==> src/rtl/neural_engine_pkg.sv <==
// Shared types and default widths for the neural engine compute and control blocks.
package neural_engine_pkg;

  localparam int NE_DATA_W = 16;
  localparam int NE_ACC_W  = 40;
  localparam int NE_ADDR_W = 10;

  typedef enum logic [1:0] {
    ST_IDLE   = 2'd0,
    ST_FETCH  = 2'd1,
    ST_DRAIN  = 2'd2,
    ST_OUTPUT = 2'd3
  } dpe_state_t;

endpackage

==> src/rtl/dot_product_engine_mac_unit.sv <==
// Signed multiply-accumulate; the full-width product is sign-extended and summed modulo 2^ACC_W.
module mac_unit
  import neural_engine_pkg::*;
#(
  parameter int DATA_W = NE_DATA_W,
  parameter int ACC_W  = NE_ACC_W
) (
  input  logic                     clk,
  input  logic                     reset_n,
  input  logic                     clr,
  input  logic                     en,
  input  logic signed [DATA_W-1:0] a,
  input  logic signed [DATA_W-1:0] b,
  output logic signed [ACC_W-1:0]  acc
);

  logic signed [2*DATA_W-1:0] prod_s;

  assign prod_s = (2*DATA_W)'(a) * (2*DATA_W)'(b);

  // Accumulator register: clear wins over accumulate
  always_ff @(posedge clk or negedge reset_n) begin
    if (!reset_n) begin
      acc <= '0;
    end else if (clr) begin
      acc <= '0;
    end else if (en) begin
      acc <= acc + ACC_W'(prod_s);
    end else begin
      acc <= acc;
    end
  end

endmodule

==> src/rtl/dot_product_engine.sv <==
// Run-phase dot product: streams activations, fetches matching weights, accumulates, hands off the sum.
module dot_product_engine
  import neural_engine_pkg::*;
#(
  parameter int DEPTH  = 256,
  parameter int ADDR_W = NE_ADDR_W,
  parameter int DATA_W = NE_DATA_W,
  parameter int ACC_W  = NE_ACC_W
) (
  input  logic              clk,
  input  logic              reset_n,
  input  logic              start_run,
  output logic              mem_rd_en,
  output logic [ADDR_W-1:0] mem_rd_addr,
  input  logic [DATA_W-1:0] mem_rd_data,
  input  logic [DATA_W-1:0] act_data,
  input  logic              act_valid,
  output logic              act_ready,
  output logic [ACC_W-1:0]  result_data,
  output logic              result_valid,
  input  logic              result_ready,
  output logic              busy,
  output logic              done
);

  localparam logic [ADDR_W-1:0] LAST_IDX = ADDR_W'(DEPTH - 1);

  dpe_state_t               state_r;
  dpe_state_t               next_state_s;
  logic [ADDR_W-1:0]        idx_r;
  logic signed [DATA_W-1:0] act_q_r;
  logic                     acc_en_r;
  logic                     act_ready_r;
  logic                     result_valid_r;
  logic                     busy_r;
  logic                     done_r;
  logic                     accept_s;
  logic                     clr_s;
  logic                     act_ready_nx_s;
  logic                     result_valid_nx_s;
  logic                     busy_nx_s;
  logic                     done_nx_s;
  logic signed [ACC_W-1:0]  acc_s;

  // act_ready_r is only ever high in FETCH, so an accept implies FETCH
  assign accept_s    = act_valid & act_ready_r;
  assign clr_s       = (state_r == ST_IDLE) & start_run;
  assign mem_rd_en   = accept_s;
  assign mem_rd_addr = accept_s ? idx_r : '0;

  // State register
  always_ff @(posedge clk or negedge reset_n) begin
    if (!reset_n) begin
      state_r <= ST_IDLE;
    end else begin
      state_r <= next_state_s;
    end
  end

  // Next-state decode
  always_comb begin
    next_state_s = state_r;
    case (state_r)
      ST_IDLE:   next_state_s = start_run ? ST_FETCH : ST_IDLE;
      ST_FETCH:  next_state_s = (accept_s && (idx_r == LAST_IDX)) ? ST_DRAIN : ST_FETCH;
      ST_DRAIN:  next_state_s = ST_OUTPUT;
      ST_OUTPUT: next_state_s = result_ready ? ST_IDLE : ST_OUTPUT;
      default:   next_state_s = ST_IDLE;
    endcase
  end

  // Output decode from the upcoming state so every handshake output is a flop
  always_comb begin
    act_ready_nx_s    = 1'b0;
    result_valid_nx_s = 1'b0;
    busy_nx_s         = 1'b0;
    done_nx_s         = 1'b0;
    case (next_state_s)
      ST_IDLE: begin
        busy_nx_s = 1'b0;
        done_nx_s = (state_r == ST_OUTPUT);
      end
      ST_FETCH: begin
        act_ready_nx_s = 1'b1;
        busy_nx_s      = 1'b1;
      end
      ST_DRAIN: busy_nx_s = 1'b1;
      ST_OUTPUT: begin
        result_valid_nx_s = 1'b1;
        busy_nx_s         = 1'b1;
      end
      default: busy_nx_s = 1'b0;
    endcase
  end

  // Registered handshake outputs
  always_ff @(posedge clk or negedge reset_n) begin
    if (!reset_n) begin
      act_ready_r    <= 1'b0;
      result_valid_r <= 1'b0;
      busy_r         <= 1'b0;
      done_r         <= 1'b0;
    end else begin
      act_ready_r    <= act_ready_nx_s;
      result_valid_r <= result_valid_nx_s;
      busy_r         <= busy_nx_s;
      done_r         <= done_nx_s;
    end
  end

  // Index counter, activation capture and accumulate-enable pipeline
  always_ff @(posedge clk or negedge reset_n) begin
    if (!reset_n) begin
      idx_r    <= '0;
      act_q_r  <= '0;
      acc_en_r <= 1'b0;
    end else begin
      acc_en_r <= accept_s;
      if (clr_s) begin
        idx_r <= '0;
      end else if (accept_s) begin
        idx_r <= idx_r + ADDR_W'(1);
      end else begin
        idx_r <= idx_r;
      end
      if (accept_s) begin
        act_q_r <= act_data;
      end else begin
        act_q_r <= act_q_r;
      end
    end
  end

  // Weight arrives one cycle after the read, lined up with act_q_r and acc_en_r
  mac_unit #(
    .DATA_W (DATA_W),
    .ACC_W  (ACC_W)
  ) u_mac (
    .clk     (clk),
    .reset_n (reset_n),
    .clr     (clr_s),
    .en      (acc_en_r),
    .a       (act_q_r),
    .b       (mem_rd_data),
    .acc     (acc_s)
  );

  assign act_ready    = act_ready_r;
  assign result_valid = result_valid_r;
  assign busy         = busy_r;
  assign done         = done_r;
  assign result_data  = acc_s;

endmodule
==> config.mk <==
export PLATFORM = sky130hd
export DESIGN_NAME = dot_product_engine
export DESIGN_NICKNAME = d
export VERILOG_FILES = /design/src/rtl/neural_engine_pkg.sv /design/src/rtl/dot_product_engine_mac_unit.sv /design/src/rtl/dot_product_engine.sv
export SDC_FILE = /design/constraint.sdc
export NUM_CORES = 1
export LEC_CHECK = 0
export ABC_AREA = 1
export BUFFER_PORTS_ARGS = -buffer_cell sky130_fd_sc_hd__buf_2
export CAP_MARGIN = 20
export CORE_MARGIN = 8
export CORE_UTILIZATION = 65
export DETAILED_ROUTE_END_ITERATION = 10
export PLACE_DENSITY = 0.84
export SLEW_MARGIN = 10
export SYNTH_ARGS = -nofsm -noshare
export SYNTH_HDL_FRONTEND = slang
export SYNTH_SLANG_ARGS = --single-unit
==> constraint.sdc <==
create_clock -name clk -period 16.58 [get_ports clk]
set_input_delay 0.829 -clock clk [delete_from_list [all_inputs] [get_ports clk]]
set_output_delay 0.829 -clock clk [all_outputs]
set_load 0.05 [all_outputs]
==> results of run 1 <==
[flip-flops by register name, indices dropped and copies added, names as in the netlist]
register and count:
act_q_r 16, result_valid 1, act_ready 1, acc_en_r 1, done 1, idx_r 10
u_mac.acc 40, state_r 2, busy 1
[metrics by stage]
stage          instance area, sq um  hold WS, ns  cells  utilization
4_1_cts                       17400        0.473   2517        0.695
6_report                      17500        0.474   2519        0.697
5_1_grt                       17500        0.494   2519        0.697
3_3_place_gp                  17100        0.446   2501        0.684
3_5_place_dp                  17100        0.462   2501        0.684
2_1_floorplan                 16500        0.431   2154            -
[cell families after synthesis]
kind of cell,count (synthesis)
buffers and inverters,725
adders and majority gates,446
AOI/OAI and AO/OA,93
xor gates and xnor gates,3
DFF,73
and+or+nand+nor,814
[cell usage after synthesis, types with 5 or more instances]
| cell type | instances | share of area |
|---|---|---|
| sky130_fd_sc_hd__nor3_2 | 6 | 0.0036 |
| sky130_fd_sc_hd__nand4_1 | 7 | 0.0027 |
| sky130_fd_sc_hd__a22o_1 | 5 | 0.0027 |
| sky130_fd_sc_hd__o21ai_1 | 10 | 0.0030 |
| sky130_fd_sc_hd__ha_1 | 116 | 0.088 |
| sky130_fd_sc_hd__nand2_1 | 607 | 0.14 |
| sky130_fd_sc_hd__nand3_1 | 48 | 0.015 |
| sky130_fd_sc_hd__buf_2 | 9 | 0.0027 |
| sky130_fd_sc_hd__o21bai_1 | 7 | 0.0032 |
| sky130_fd_sc_hd__nor2_2 | 10 | 0.0038 |
| sky130_fd_sc_hd__clkbuf_1 | 64 | 0.015 |
| sky130_fd_sc_hd__dfrtp_1 | 73 | 0.11 |
| sky130_fd_sc_hd__nand2_2 | 13 | 0.0049 |
| sky130_fd_sc_hd__o21ai_0 | 22 | 0.0067 |
| sky130_fd_sc_hd__nand3b_1 | 10 | 0.0045 |
| sky130_fd_sc_hd__a21oi_1 | 39 | 0.012 |
| sky130_fd_sc_hd__nor2_1 | 98 | 0.022 |
| sky130_fd_sc_hd__fa_1 | 330 | 0.40 |
| sky130_fd_sc_hd__inv_1 | 643 | 0.15 |
| sky130_fd_sc_hd__nand3_2 | 5 | 0.0030 |
[metal layers]
layer	vias to the layer above	routed length, um	global-route usage
met3	98	2550	0.0397
met4	0	1310	0.102
met1	6396	16700	0.364
li1	6152	-	-
met2	470	20500	0.482
met5	-	0	0
[how the worst max path moves through the flow]
stage,slack [ns],end,startpoint,cells past startpoint
final,10.0,u_mac.acc[35],act_q_r[15],20
after global routing,9.46,u_mac.acc[37],act_q_r[15],22
after CTS,9.92,u_mac.acc[36],act_q_r[15],22
after detailed placement,9.65,u_mac.acc[36],mem_rd_data[1],23
after global placement,9.79,u_mac.acc[39],mem_rd_data[1],23
after floorplan,10.24,u_mac.acc[39],mem_rd_data[3],24
[area by class of cell]
class	count	area [sq um]	share of cell area
inverters	649	2440	0.140
flip-flops and latches	73	1830	0.105
clock inverters	7	67.6	0.00387
well taps	330	413	0.0237
multi-input cells	1356	12000	0.686
repair buffers	95	515	0.0295
clock buffers	9	225	0.0129
[worst max-delay path, cell delays in order, from the launching register on]
cell                       delay (ns)
sky130_fd_sc_hd__dfrtp_1         0.81
sky130_fd_sc_hd__nand2_1         0.26
sky130_fd_sc_hd__inv_1           0.14
sky130_fd_sc_hd__fa_1            0.54
sky130_fd_sc_hd__fa_1            0.54
sky130_fd_sc_hd__inv_1           0.32
sky130_fd_sc_hd__fa_1            0.63
sky130_fd_sc_hd__fa_1            0.77
sky130_fd_sc_hd__inv_1           0.15
sky130_fd_sc_hd__fa_1            0.49
sky130_fd_sc_hd__inv_1           0.05
sky130_fd_sc_hd__fa_1            0.47
sky130_fd_sc_hd__inv_1           0.04
sky130_fd_sc_hd__ha_1            0.32
sky130_fd_sc_hd__a21oi_1         0.23
sky130_fd_sc_hd__nand2_1         0.10
sky130_fd_sc_hd__o21bai_1        0.16
sky130_fd_sc_hd__a21oi_1         0.19
sky130_fd_sc_hd__nand3_1         0.11
sky130_fd_sc_hd__nand3_1         0.09
sky130_fd_sc_hd__nand2_1         0.05
==> out/qor.yml, run 1 <==
asyncSetResetFlopFracSynth: 1.00
grt_overflow_total: 0
hold_depth: 1
fin_tns_setup_ns: 0
drcViolationCount: 0
timing.max_slew.rel_slack: 0.283
period_minus_slack_ns: 6.58
worst_slew_pin_slew_ns: 1.07
clock_slew_at_the_register_clock_pins_of_the_worst_setup_and_hold_paths_ns: 0.08
r2r-end: "u_mac.acc[35]"
area_growth_pct: 5.63
gr-usage-all-layers: 0.282
cts.repair.resized: 0
synth_compound_gate_area_share: 0.0329
die-height_um: 175
synth_adder_area_share: 0.488
skew_ns: 0.0154
insertedDiodeCount: 0
hold_start: "state_r[0]"
wire_length_of_the_first_global_routing_pass_um: 69700
rows: 58
numClockSinks: 73
die_w_um: 175
layout-drive-gt1-share: 0.0735
layout_commonest_cell: "sky130_fd_sc_hd__inv_1"
synthSimpleGateAreaFrac: 0.202
filler_cell_count: 2064
tritoncts: "built"
dr_total_vias: 13116
timing.final.setup_violations: 0
clkLatencyLatePin_ns: 0.36
synth_top_family_by_area: "adder cells"
cts_htree_levels: 3
grt_max_degree: 74
worstSetupEndpointType: "register"
maxCapViolCount: 0
mappedNetlistArea_sq_um: 16500
synth-xor-area-share: 0.00159
ff2ff_setup_slack_ns: 10.0
netlist_instances: 2154
timing.final.crit_share: 0.397
drt-total-wl_um: 41100
run_status: "complete, no violations"
nNetsFinal: 2667
drv_slew: 0
dpl.hpwl_um: 34900
place_ws_ns: 9.65
initialDrtViolationCount: 928
timing.setup.critical_path_class: "register to register"
unrepaired_setup_endpoints_after_global_routing: "no"
critical_path_arrival_ns: 6.85
syn-num-nets: 2637
maxClockFrequency_mhz: 152
synth.ff_latch_count: 73
yosysSeqAreaShare: 0.111
synthesis.yosys.warnings: 0
reg2regPathDepth: 20
worst_hold_check_path_type: "register to register"
cts.path.max_buffers: 2
clockRootBuffer: "sky130_fd_sc_hd__clkbuf_16"
drt-pass1-iter-count: 6
timing.final.hold_violations: 0
route.detailed.vias_per_inst: 5.21
postSynth.topFlopCell: "sky130_fd_sc_hd__dfrtp_1"
num_io_pins: 92
crit_required_ns: 16.84
place_congestion: 0.949
ys_types: 35
antenna_violations_before_repair: 0
drt-wirelength-per-cell_um: 16.3
synth_enable_flop_cells: 0
worst_r2r_startpoint: "act_q_r[15]"
yosys-mux-area-fraction: 0
via_count_of_the_first_global_routing_pass: 14019
coreArea_sq_um: 25000
path_max_fanout: 17
mostFrequentLayoutCells: "sky130_fd_sc_hd__inv_1, sky130_fd_sc_hd__nand2_1, sky130_fd_sc_hd__fa_1"
cts_post_setup_buffers_inserted: 0
synth.avg_cell_area_sq_um: 7.67
total_die_area_sq_um: 30800
initial_core_util: 0.660
hold_path_endpoint: "result_valid"
worst_setup_sp_type: "register"
cts-buffers-inserted: 9
post-route-worst-setup-slack_ns: 10.0
holdBufCountCts: 0
place.port_buffers: 91
drt.antenna.violating_nets: 0
Power of run 1 is left out: the tool's default activity adds up to more than one toggle a clock period on the data nets, which glitch-free logic cannot reach.
==> inputs of run 2 (changes only) <==
==> constraint.sdc (replaced) <==
create_clock -name clk -period 6.9 [get_ports clk]
set_input_delay 0.345 -clock clk [delete_from_list [all_inputs] [get_ports clk]]
set_output_delay 0.345 -clock clk [all_outputs]
set_load 0.05 [all_outputs]
==> run 2 against run 1 <==
Critical path depth up 2. Non-clock buffer count is 8 higher. Worst setup slack got worse by 9.4 ns. Wire length is 2.5% higher. Critical path type unchanged. Critical endpoint unchanged. Largest cell class unchanged.
==> out/qor.yml, run 2 (synthesis gave the netlist of run 1 again) <==
cts.path.max_buffers: 2
drcViolationCount: 0
r2r-end: "u_mac.acc[35]"
mostFrequentLayoutCells: "sky130_fd_sc_hd__inv_1, sky130_fd_sc_hd__nand2_1, sky130_fd_sc_hd__fa_1"
grt_max_degree: 74
via_count_of_the_first_global_routing_pass: 14238
wire_length_of_the_first_global_routing_pass_um: 71200
drt.antenna.violating_nets: 0
critical-path-max-stage-delay_ns: 0.75
largestRegisters: "u_mac.acc x40, act_q_r x16, idx_r x10"
worst_r2r_startpoint: "act_q_r[15]"
period_minus_slack_ns: 6.30
die_w_um: 175
tritoncts: "built"
num_io_pins: 92
hold_start: "act_data[13]"
dpl.hpwl_um: 35400
grt_overflow_total: 0
antenna_violations_before_repair: 0
die-height_um: 175
clkLatencyLatePin_ns: 0.35
dr_total_vias: 13429
placement_stage_cell_area_sq_um: 17200
worst_setup_sp_type: "register"
hold_path_endpoint: "act_q_r[13]"
initial_core_util: 0.660
worst_hold_check_path_type: "input port to register"
drt-pass1-iter-count: 6
skew_ns: 0.0152
clockRootBuffer: "sky130_fd_sc_hd__clkbuf_16"
path_max_fanout: 17
rows: 58
cts_post_setup_buffers_inserted: 0
run_status: "complete, no violations"
timing.final.crit_share: 0.913
worstSetupEndpointType: "register"
cts-buffers-inserted: 9
timing.setup.critical_path_class: "register to register"
crit_required_ns: 7.15
cpMaxStageDelayCell: "sky130_fd_sc_hd__fa_1"
drt-total-wl_um: 42100
gr-usage-all-layers: 0.288
hold_depth: 3
timing.final.setup_violations: 0
path_buf_inv: 6
reg2regPathDepth: 22
drt-wirelength-per-cell_um: 16.7
insertedDiodeCount: 0
nNetsFinal: 2675
design_area_sq_um: 17600
critical_path_arrival_ns: 6.55
numClockSinks: 73
regMostFlops: "u_mac.acc"
maxClockFrequency_mhz: 159
largest_register_ffs: 40
worst_path_dominant_cell_family: "adder cells"
timing.final.hold_violations: 0
cts.repair.resized: 0
total_die_area_sq_um: 30800
layout-drive-gt1-share: 0.0765
drv_slew: 0
ff2ff_setup_slack_ns: 0.60
fin_tns_setup_ns: 0
cp_cell_sequence: "nand2_1, inv_1, fa_1, fa_1, inv_1, fa_1, fa_1, inv_1, fa_1, inv_1, fa_1, inv_1, ha_1, nand2_1, inv_1, nand2_1, nor3_1, nand3_1, nand2_1, nand2_1, nand3_1, nand2_1"
clock_slew_at_the_register_clock_pins_of_the_worst_setup_and_hold_paths_ns: 0.07
cts_htree_levels: 3
maxCapViolCount: 0
coreArea_sq_um: 25000
timing.max_slew.rel_slack: 0.456
area_growth_pct: 6.32
place.port_buffers: 91
worst_slew_pin_slew_ns: 0.816
place_congestion: 0.950
route.detailed.vias_per_inst: 5.31
initialDrtViolationCount: 1018
layout_commonest_cell: "sky130_fd_sc_hd__inv_1"
unrepaired_setup_endpoints_after_global_routing: "no"
run 2: timing repair:
item	4_1_cts	5_1_grt
hold buffers	0	1
endpoints found under the hold margin	0	26
endpoints found under the setup margin	0	0
run 2: layout make-up:
cell class | instances | area, sq um
Timing Repair Buffer | 103 | 611
Clock buffer | 9 | 225
Tap cell | 330 | 413
Sequential cell | 73 | 1830
Multi-Input combinational cell | 1356 | 12000
Fill cell | 2006 | 7470
Inverter | 649 | 2440
Clock inverter | 7 | 86.3
run 2: routing by layer:
metal	global-route usage	wire (um)	vias to the layer above
met2	0.496	21100	488
met4	0.0915	1180	0
li1	-	-	6170
met3	0.0436	2700	93
met5	0	0	-
met1	0.369	17100	6678
run 2: per-stage QoR:
step / setup slack, ns / cells / hold slack [ns] / util
2_1_floorplan: 1.01 / 2154 / 0.0494 / -
3_3_place_gp: 0.736 / 2506 / 0.450 / 0.685
3_5_place_dp: 0.578 / 2506 / 0.461 / 0.685
4_1_cts: 0.576 / 2522 / 0.182 / 0.698
5_1_grt: 0.0951 / 2527 / 0.189 / 0.702
6_report: 0.601 / 2527 / 0.184 / 0.702
run 2: worst max-delay path by stage:
| stage | startpoint | to | depth (start not counted) |
|---|---|---|---|
| detailed placement | act_q_r[15] | u_mac.acc[35] | 22 |
| finish | act_q_r[15] | u_mac.acc[35] | 22 |
| floorplan | act_q_r[15] | u_mac.acc[39] | 24 |
| global placement | act_q_r[15] | u_mac.acc[34] | 18 |
| CTS | act_q_r[15] | u_mac.acc[35] | 22 |
| global route | act_q_r[15] | u_mac.acc[38] | 22 |
run 2: tightest hold or removal path: cells and delay by family:
kind	cells	cell delay (ns)
buffers and inverters	1	0.08
AND/OR/NAND/NOR	2	0.08
Power of run 2 is left out for the same reason.
